**config.mk**
```make
export PLATFORM = sky130hd
export DESIGN_NAME = timer_irq_ctrl
export DESIGN_NICKNAME = d
export VERILOG_FILES = /design/src/rtl/timer_pkg.sv /design/src/rtl/timer_irq_pending.sv /design/src/rtl/timer_irq_ctrl.sv
export SDC_FILE = /design/constraint.sdc
export NUM_CORES = 1
export LEC_CHECK = 0
export CORE_AREA = 2 2 53 55
export CTS_CLUSTER_SIZE = 20
export DETAILED_ROUTE_END_ITERATION = 10
export DIE_AREA = 0 0 55 57
export PLACE_DENSITY = 0.7
export SETUP_SLACK_MARGIN = 0.15
export SYNTH_ARGS = -nofsm -noshare
export SYNTH_HDL_FRONTEND = slang
export SYNTH_SLANG_ARGS = --single-unit
```
**constraint.sdc**
```tcl
create_clock -name clk_i -period 0.8 [get_ports clk_i]
set_input_delay 0.16 -clock clk_i [delete_from_list [all_inputs] [get_ports clk_i]]
set_output_delay 0.16 -clock clk_i [all_outputs]
set_load 0.02 [all_outputs]
```
**src/rtl/timer_pkg.sv**
```systemverilog
// timer_pkg: shared FSM state encoding and default data width for the timer control slice.
package timer_pkg;

    localparam int TIMER_WIDTH_DEF = 8;

    typedef enum logic [1:0] {IDLE, LOAD, RUN} timer_irq_state_e;

endpackage

```
**src/rtl/timer_irq_pending.sv**
```systemverilog
// timer_irq_pending: pending-interrupt flag with ack handshake and saturating missed-expiry counter.
// The counter is built only when TIMER_IRQ_MISSED_CNT_EN is defined; otherwise missed_o is tied to zero.
module timer_irq_pending
    import timer_pkg::*;
#(
    parameter int CNT_W = 4
) (
    input  logic             clk_i,
    input  logic             rst_n_i,
    input  logic             set_i,
    input  logic             ack_i,
    output logic             pending_o,
    output logic [CNT_W-1:0] missed_o
);

    logic pending_q, pending_d;

    // A new expiry wins over a simultaneous acknowledge
    assign pending_d = set_i | (pending_q & ~ack_i);

    always_ff @(posedge clk_i or negedge rst_n_i) begin
        if (!rst_n_i) pending_q <= 1'b0;
        else          pending_q <= pending_d;
    end

    assign pending_o = pending_q;

`ifdef TIMER_IRQ_MISSED_CNT_EN
    logic [CNT_W-1:0] missed_q, missed_d;

    always_comb begin
        missed_d = ack_i ? '0
                 : (set_i && pending_q && missed_q != '1) ? missed_q + 1'b1
                 : missed_q;
    end

    always_ff @(posedge clk_i or negedge rst_n_i) begin
        if (!rst_n_i) missed_q <= '0;
        else          missed_q <= missed_d;
    end

    assign missed_o = missed_q;
`else
    assign missed_o = '0;
`endif

endmodule

```
**src/rtl/timer_irq_ctrl.sv**
```systemverilog
// timer_irq_ctrl: one-shot/periodic sequencer for simple_timer with latched interrupt and compare-match pulse.
// Optional missed-expiry counter enabled by TIMER_IRQ_MISSED_CNT_EN.
module timer_irq_ctrl
    import timer_pkg::*;
#(
    parameter int WIDTH = TIMER_WIDTH_DEF,
    parameter int CNT_W = 4
) (
    input  logic             clk_i,
    input  logic             rst_n_i,
    input  logic             start_i,
    input  logic             stop_i,
    input  logic             oneshot_i,
    input  logic [WIDTH-1:0] reload_i,
    input  logic [WIDTH-1:0] cmp_i,
    input  logic             irq_ack_i,
    input  logic             tick_i,
    input  logic [WIDTH-1:0] q_i,
    output logic             timer_load_o,
    output logic [WIDTH-1:0] timer_d_o,
    output logic             timer_en_o,
    output logic             irq_o,
    output logic             cmp_match_o,
    output logic             busy_o,
    output logic [CNT_W-1:0] missed_o
);

    timer_irq_state_e state_q, state_d;
    logic [WIDTH-1:0] reload_q, reload_d;
    logic             oneshot_q, oneshot_d;
    logic             load_q, load_d;
    logic             en_q, en_d;
    logic             busy_q, busy_d;
    logic             eq, eq_q;
    logic             match_q, match_d;
    logic             capture;
    logic             tick_run;

    assign capture  = start_i & ~stop_i;
    assign tick_run = tick_i & (state_q == RUN);

    // State and registered outputs
    always_ff @(posedge clk_i or negedge rst_n_i) begin
        if (!rst_n_i) begin
            state_q   <= IDLE;
            reload_q  <= '0;
            oneshot_q <= 1'b0;
            load_q    <= 1'b0;
            en_q      <= 1'b0;
            busy_q    <= 1'b0;
            eq_q      <= 1'b0;
            match_q   <= 1'b0;
        end else begin
            state_q   <= state_d;
            reload_q  <= reload_d;
            oneshot_q <= oneshot_d;
            load_q    <= load_d;
            en_q      <= en_d;
            busy_q    <= busy_d;
            eq_q      <= eq;
            match_q   <= match_d;
        end
    end

    // Stop beats start; start restarts from any state
    always_comb begin
        state_d = stop_i ? IDLE
                : start_i ? LOAD
                : (state_q == LOAD) ? RUN
                : (state_q == RUN && tick_i) ? (oneshot_q ? IDLE : LOAD)
                : state_q;
        reload_d  = capture ? reload_i  : reload_q;
        oneshot_d = capture ? oneshot_i : oneshot_q;
    end

    // Outputs are decoded from the next state so they line up with state_q
    always_comb begin
        load_d  = (state_d == LOAD);
        en_d    = (state_d == RUN);
        busy_d  = (state_d != IDLE);
        eq      = (state_q == RUN) && (q_i == cmp_i);
        match_d = eq & ~eq_q;
    end

    timer_irq_pending #(.CNT_W(CNT_W)) u_pending (
        .clk_i     (clk_i),
        .rst_n_i   (rst_n_i),
        .set_i     (tick_run),
        .ack_i     (irq_ack_i),
        .pending_o (irq_o),
        .missed_o  (missed_o)
    );

    assign timer_load_o = load_q;
    assign timer_d_o    = reload_q;
    assign timer_en_o   = en_q;
    assign cmp_match_o  = match_q;
    assign busy_o       = busy_q;

endmodule

```
## After elaboration in Yosys (flattened, before gate mapping)

Cells that the tools add are included.

- Output and inout bits: 17
- Word-level logic and storage cells: 30
- Bits in registers: 17

- Bitwise operators: 8
- Equality and inequality tests: 5
- Reduce and logical (&&, ||, !) cells: 3
- Multiplexer cells: 5

Operators by type and width:

| cell | count |
|---|---|
| $eq A8 B8 Y1 | 1 |
| $mux W2 | 4 |
| $and A1 B1 Y1 | 4 |
| $eq A2 B1 Y1 const B | 2 |
| $eq A2 B2 Y1 const B | 2 |
| $not A1 Y1 | 3 |
| $logic_and A1 B1 Y1 | 2 |
| $reduce_bool A2 Y1 | 1 |
| $mux W1 | 1 |
| $or A1 B1 Y1 | 1 |

## Logic depth before layout (Yosys ltp)

- Word-level depth: 7
- Gate-level depth with buffers: 3
- Mapped depth without buffers: 3

## Cells and area by module

A second synthesis with hierarchy kept.

- Cell total of the unflattened synthesis: 65
- Area total of the unflattened synthesis: 813.3 µm²

Modules (own cells, without submodules):

| module | area each (µm²) | times used | cells each | sequential area each (µm²) |
|---|---|---|---|---|
| timer_irq_ctrl | 743.2 | 1 | 57 | 400.4 |
| timer_irq_pending | 70.1 | 1 | 8 | 25.0 |

## Worst setup path before layout

Ideal clock, no wire load.

- Kind: register to register
- Start point: reg state_q[0]
- End point: reg match_q (netlist: cmp_match_o)
- Arrival time: 0.788 ns
- Buffers on the path: 0
- Setup slack: -0.088 ns
- Stages on the path, launching flop included: 4
- Cell sequence: dfrtp_1 nor2b_1 nand2_1 nor4_1

- Word-level cells in the longest chain between the ends: 3

RTL lines:

| element | RTL line | source |
|---|---|---|
| start, declared | timer_irq_ctrl.sv:28 | `timer_irq_state_e state_q, state_d;` |
| start signal, assigned | timer_irq_ctrl.sv:54 | `state_q <= state_d;` |
| $eq A2 B2 Y1 | timer_irq_ctrl.sv:81 | `eq = (state_q == RUN) && (q_i == cmp_i);` |
| $logic_and A1 B1 Y1 | timer_irq_ctrl.sv:81 |  |
| $and A1 B1 Y1 | timer_irq_ctrl.sv:82 | `match_d = eq & ~eq_q;` |
| via match_d | timer_irq_ctrl.sv:35 | `logic match_q, match_d;` |
| end signal, assigned | timer_irq_ctrl.sv:61 | `match_q <= match_d;` |
| end, declared | timer_irq_ctrl.sv:35 |  |

The timed path passes the listed nets, and every way through them passes these cells.
A chain may end at the register's enable or synchronous reset.

## Worst setup path in the final report

- Start point: reg reload_q[2] (netlist: timer_d_o[2])
- End point: out timer_d_o[2]

RTL lines:

| element | RTL line | source |
|---|---|---|
| start, declared | timer_irq_ctrl.sv:29 | `logic [WIDTH-1:0] reload_q, reload_d;` |
| start signal, assigned | timer_irq_ctrl.sv:55 | `reload_q <= reload_d;` |
| end, declared | timer_irq_ctrl.sv:20 | `output logic [WIDTH-1:0] timer_d_o,` |

No word-level cell between the ends.

==> flow_metrics.tcl <==
set metrics [dict create \
    outcome "finished, violations left" \
    failed_checks "negative setup slack" \
    max_freq_mhz 984.5 \
    ant_nets 0 \
    yosysTopAreaCell "dfrtp_1" \
    clk_path_buf_depth 2 \
    drive_above_1_share 0.4921 \
    setup_ws_ps -215.7 \
    avgSynthCellArea_um2 11.98 \
    synthTopCellsByArea "dfrtp_1 54%, xnor2_1 8.9%, mux2_2 8.5%, mux2_4 5.7%, buf_4 3.8%" \
    vias 685 \
    cellLeakagePower_uw 0.0007182 \
    final_cell_mix "19 x clkdlybuf4s50_1, 19 x buf_6, 9 x dfrtp_2" \
    area_growth_pct 92.09 \
    hpwl_um 1363 \
    track_usage 0.1235 \
    skew_ps 7.127 \
    cap_violations 0 \
    crit_fanout 2 \
    hold_path_class "input port to asynchronous set/reset pin" \
    required_ps 640 \
    crit_family "flip-flops" \
    critPathArrivalTime_ps 860 \
    clock_latency_ps 290 \
    synth_top_area_frac 0.5380 \
    rows 19 \
    setup_viol 25 \
    yosys_warnings 0 \
    hold_viol_final 0 \
    stdcell_area_mm2 0.001519 \
    critPathMaxStageDelay_ps 430 \
    cts_tree "built" \
    port-buffer-count 43 \
    gr-total-overflow 0 \
    rsz0062_at_grt "yes" \
    routed_via_density 4.363 \
    gp_congestion 0.7714 \
    dieArea_mm2 0.003135 \
    synth.distinct_cells 21 \
    synthesis.instances 66 \
    worstSetupPathType "flop to output port" \
    ir_drop_uv 932.6 \
    first_pass_iters 3 \
    critPathLaunchType "flop" \
    fillCellCount 228 \
    synth-seq-cells 17 \
    yosysSeqAreaShare 0.5380 \
    hold_buffers 0 \
    coreArea_mm2 0.002615 \
    cp_cell_sequence "buf_6" \
    hold_ws_ps 194.6 \
    placed_area_mm2 0.001316 \
    clkTransAtPathRegs_ps 100 \
    ios 48 \
    die_w_um 55 \
    cts_made_buffers 3 \
    cts_max_level 1 \
    grt_pass1_vias 683 \
    numClockSinks 17 \
    grt_max_degree 18 \
    drtIter0Drc 5 \
    wire_per_inst_um 12.29 \
    initial_utilization 0.3024 \
    antenna_found_initial 0 \
    chipHeight_um 57 \
    fin_crit_ps 1016 \
    power_uw 2214 \
    tns_ps -3653 \
    antenna_cells 0 \
    cp_slowest_cell "dfrtp_2" \
    nNetsFinal 158 \
    clockRootBuffer "clkbuf_4" \
    synth_area_um2 790.8 \
    crit_buf_inv 1 \
    fin_crit_sh 1.270 \
    finalWirelength_um 1930 \
    grt_pass1_wl_um 2787 \
    slew_viol_final 0 \
    endpoint_kind "output port" \
    drc 0 \
    p_per_area_mw_per_mm2 1458 \
]
## synthesized netlist by cell type, drive strengths merged
master	instances
a211oi	1
a21oi	3
a31oi	1
buf	4
conb	1
dfrtp	17
inv	5
mux2	9
nand2	3
nand3	1
nand4	1
nor2	3
nor2b	2
nor3	3
nor3b	1
nor4	1
o21ai	2
xnor2	8
## cell families after synthesis
group	count (synthesis)	share of synthesized area
muxes	9	0.1424
other	1	0.004742
AOI/OAI and AO/OA	7	0.04905
xor gates and xnor gates	8	0.08861
buffers and inverters	9	0.06170
DFF	17	0.5380
and+or+nand+nor	15	0.1155
## metrics by stage
step / setup slack [ps] / cells / utilization
finish: -215.7 / 157 / 0.5809
global route: -266.2 / 157 / 0.5809
CTS: -215.1 / 155 / 0.5589
detailed placement: -653.6 / 143 / 0.5033
global placement: -631.5 / 143 / 0.5033
floorplan: -47.34 / 69 / -
## repair_timing
action	in CTS	in global routing
cloned	1	0
pin swaps	6	5
buffers inserted	7	2
endpoints found under the setup margin	30	30
gates resized for setup	95	14
## layout make-up
class                           count  area [µm²]  area share
Multi-Input combinational cell     44       392.9      0.2586
Tap cell                           31       38.79     0.02554
Clock buffer                        4       26.28     0.01730
Inverter                            5       23.77     0.01565
Timing Repair Buffer               56       600.6      0.3954
Sequential cell                    17       436.7      0.2875
## per-layer routing
| layer | vias up | global-route usage | share of wire |
|---|---|---|---|
| met1 | 309 | 0.1301 | 0.38 |
| met5 | - | 0 | 0 |
| li1 | 337 | - | - |
| met2 | 37 | 0.2279 | 0.51 |
| met4 | 0 | 0.05226 | 0.0098 |
| met3 | 2 | 0.02356 | 0.10 |
## flip-flops by register name, summed over array words and instances, names as in the netlist
signal,count
timer_en_o,1
cmp_match_o,1
oneshot_q,1
state_q,2
busy_o,1
eq_q,1
timer_d_o,8
timer_load_o,1
u_pending.pending_o,1
## where the power goes
part           switching, µW  internal [µW]  total, µW
sequential              64.5            952       1020
clock                    256            194        450
combinational            293            455        748
## worst paths after layout
kind | startpoint | endpoint | slack (ps) | cells past startpoint
max | timer_d_o[2] | timer_d_o[2] | -220 | 1
min | rst_n_i | timer_d_o[2] | 190 | 2
max reg2reg | state_q[0] | busy_o | -210 | 4
min reg2reg | eq_q | cmp_match_o | 440 | 1
max in group asynchronous | rst_n_i | timer_d_o[7] | 460 | 2
min in group clk_i | cmp_i[2] | cmp_match_o | 240 | 4
Power figures use the tool's default switching activity.
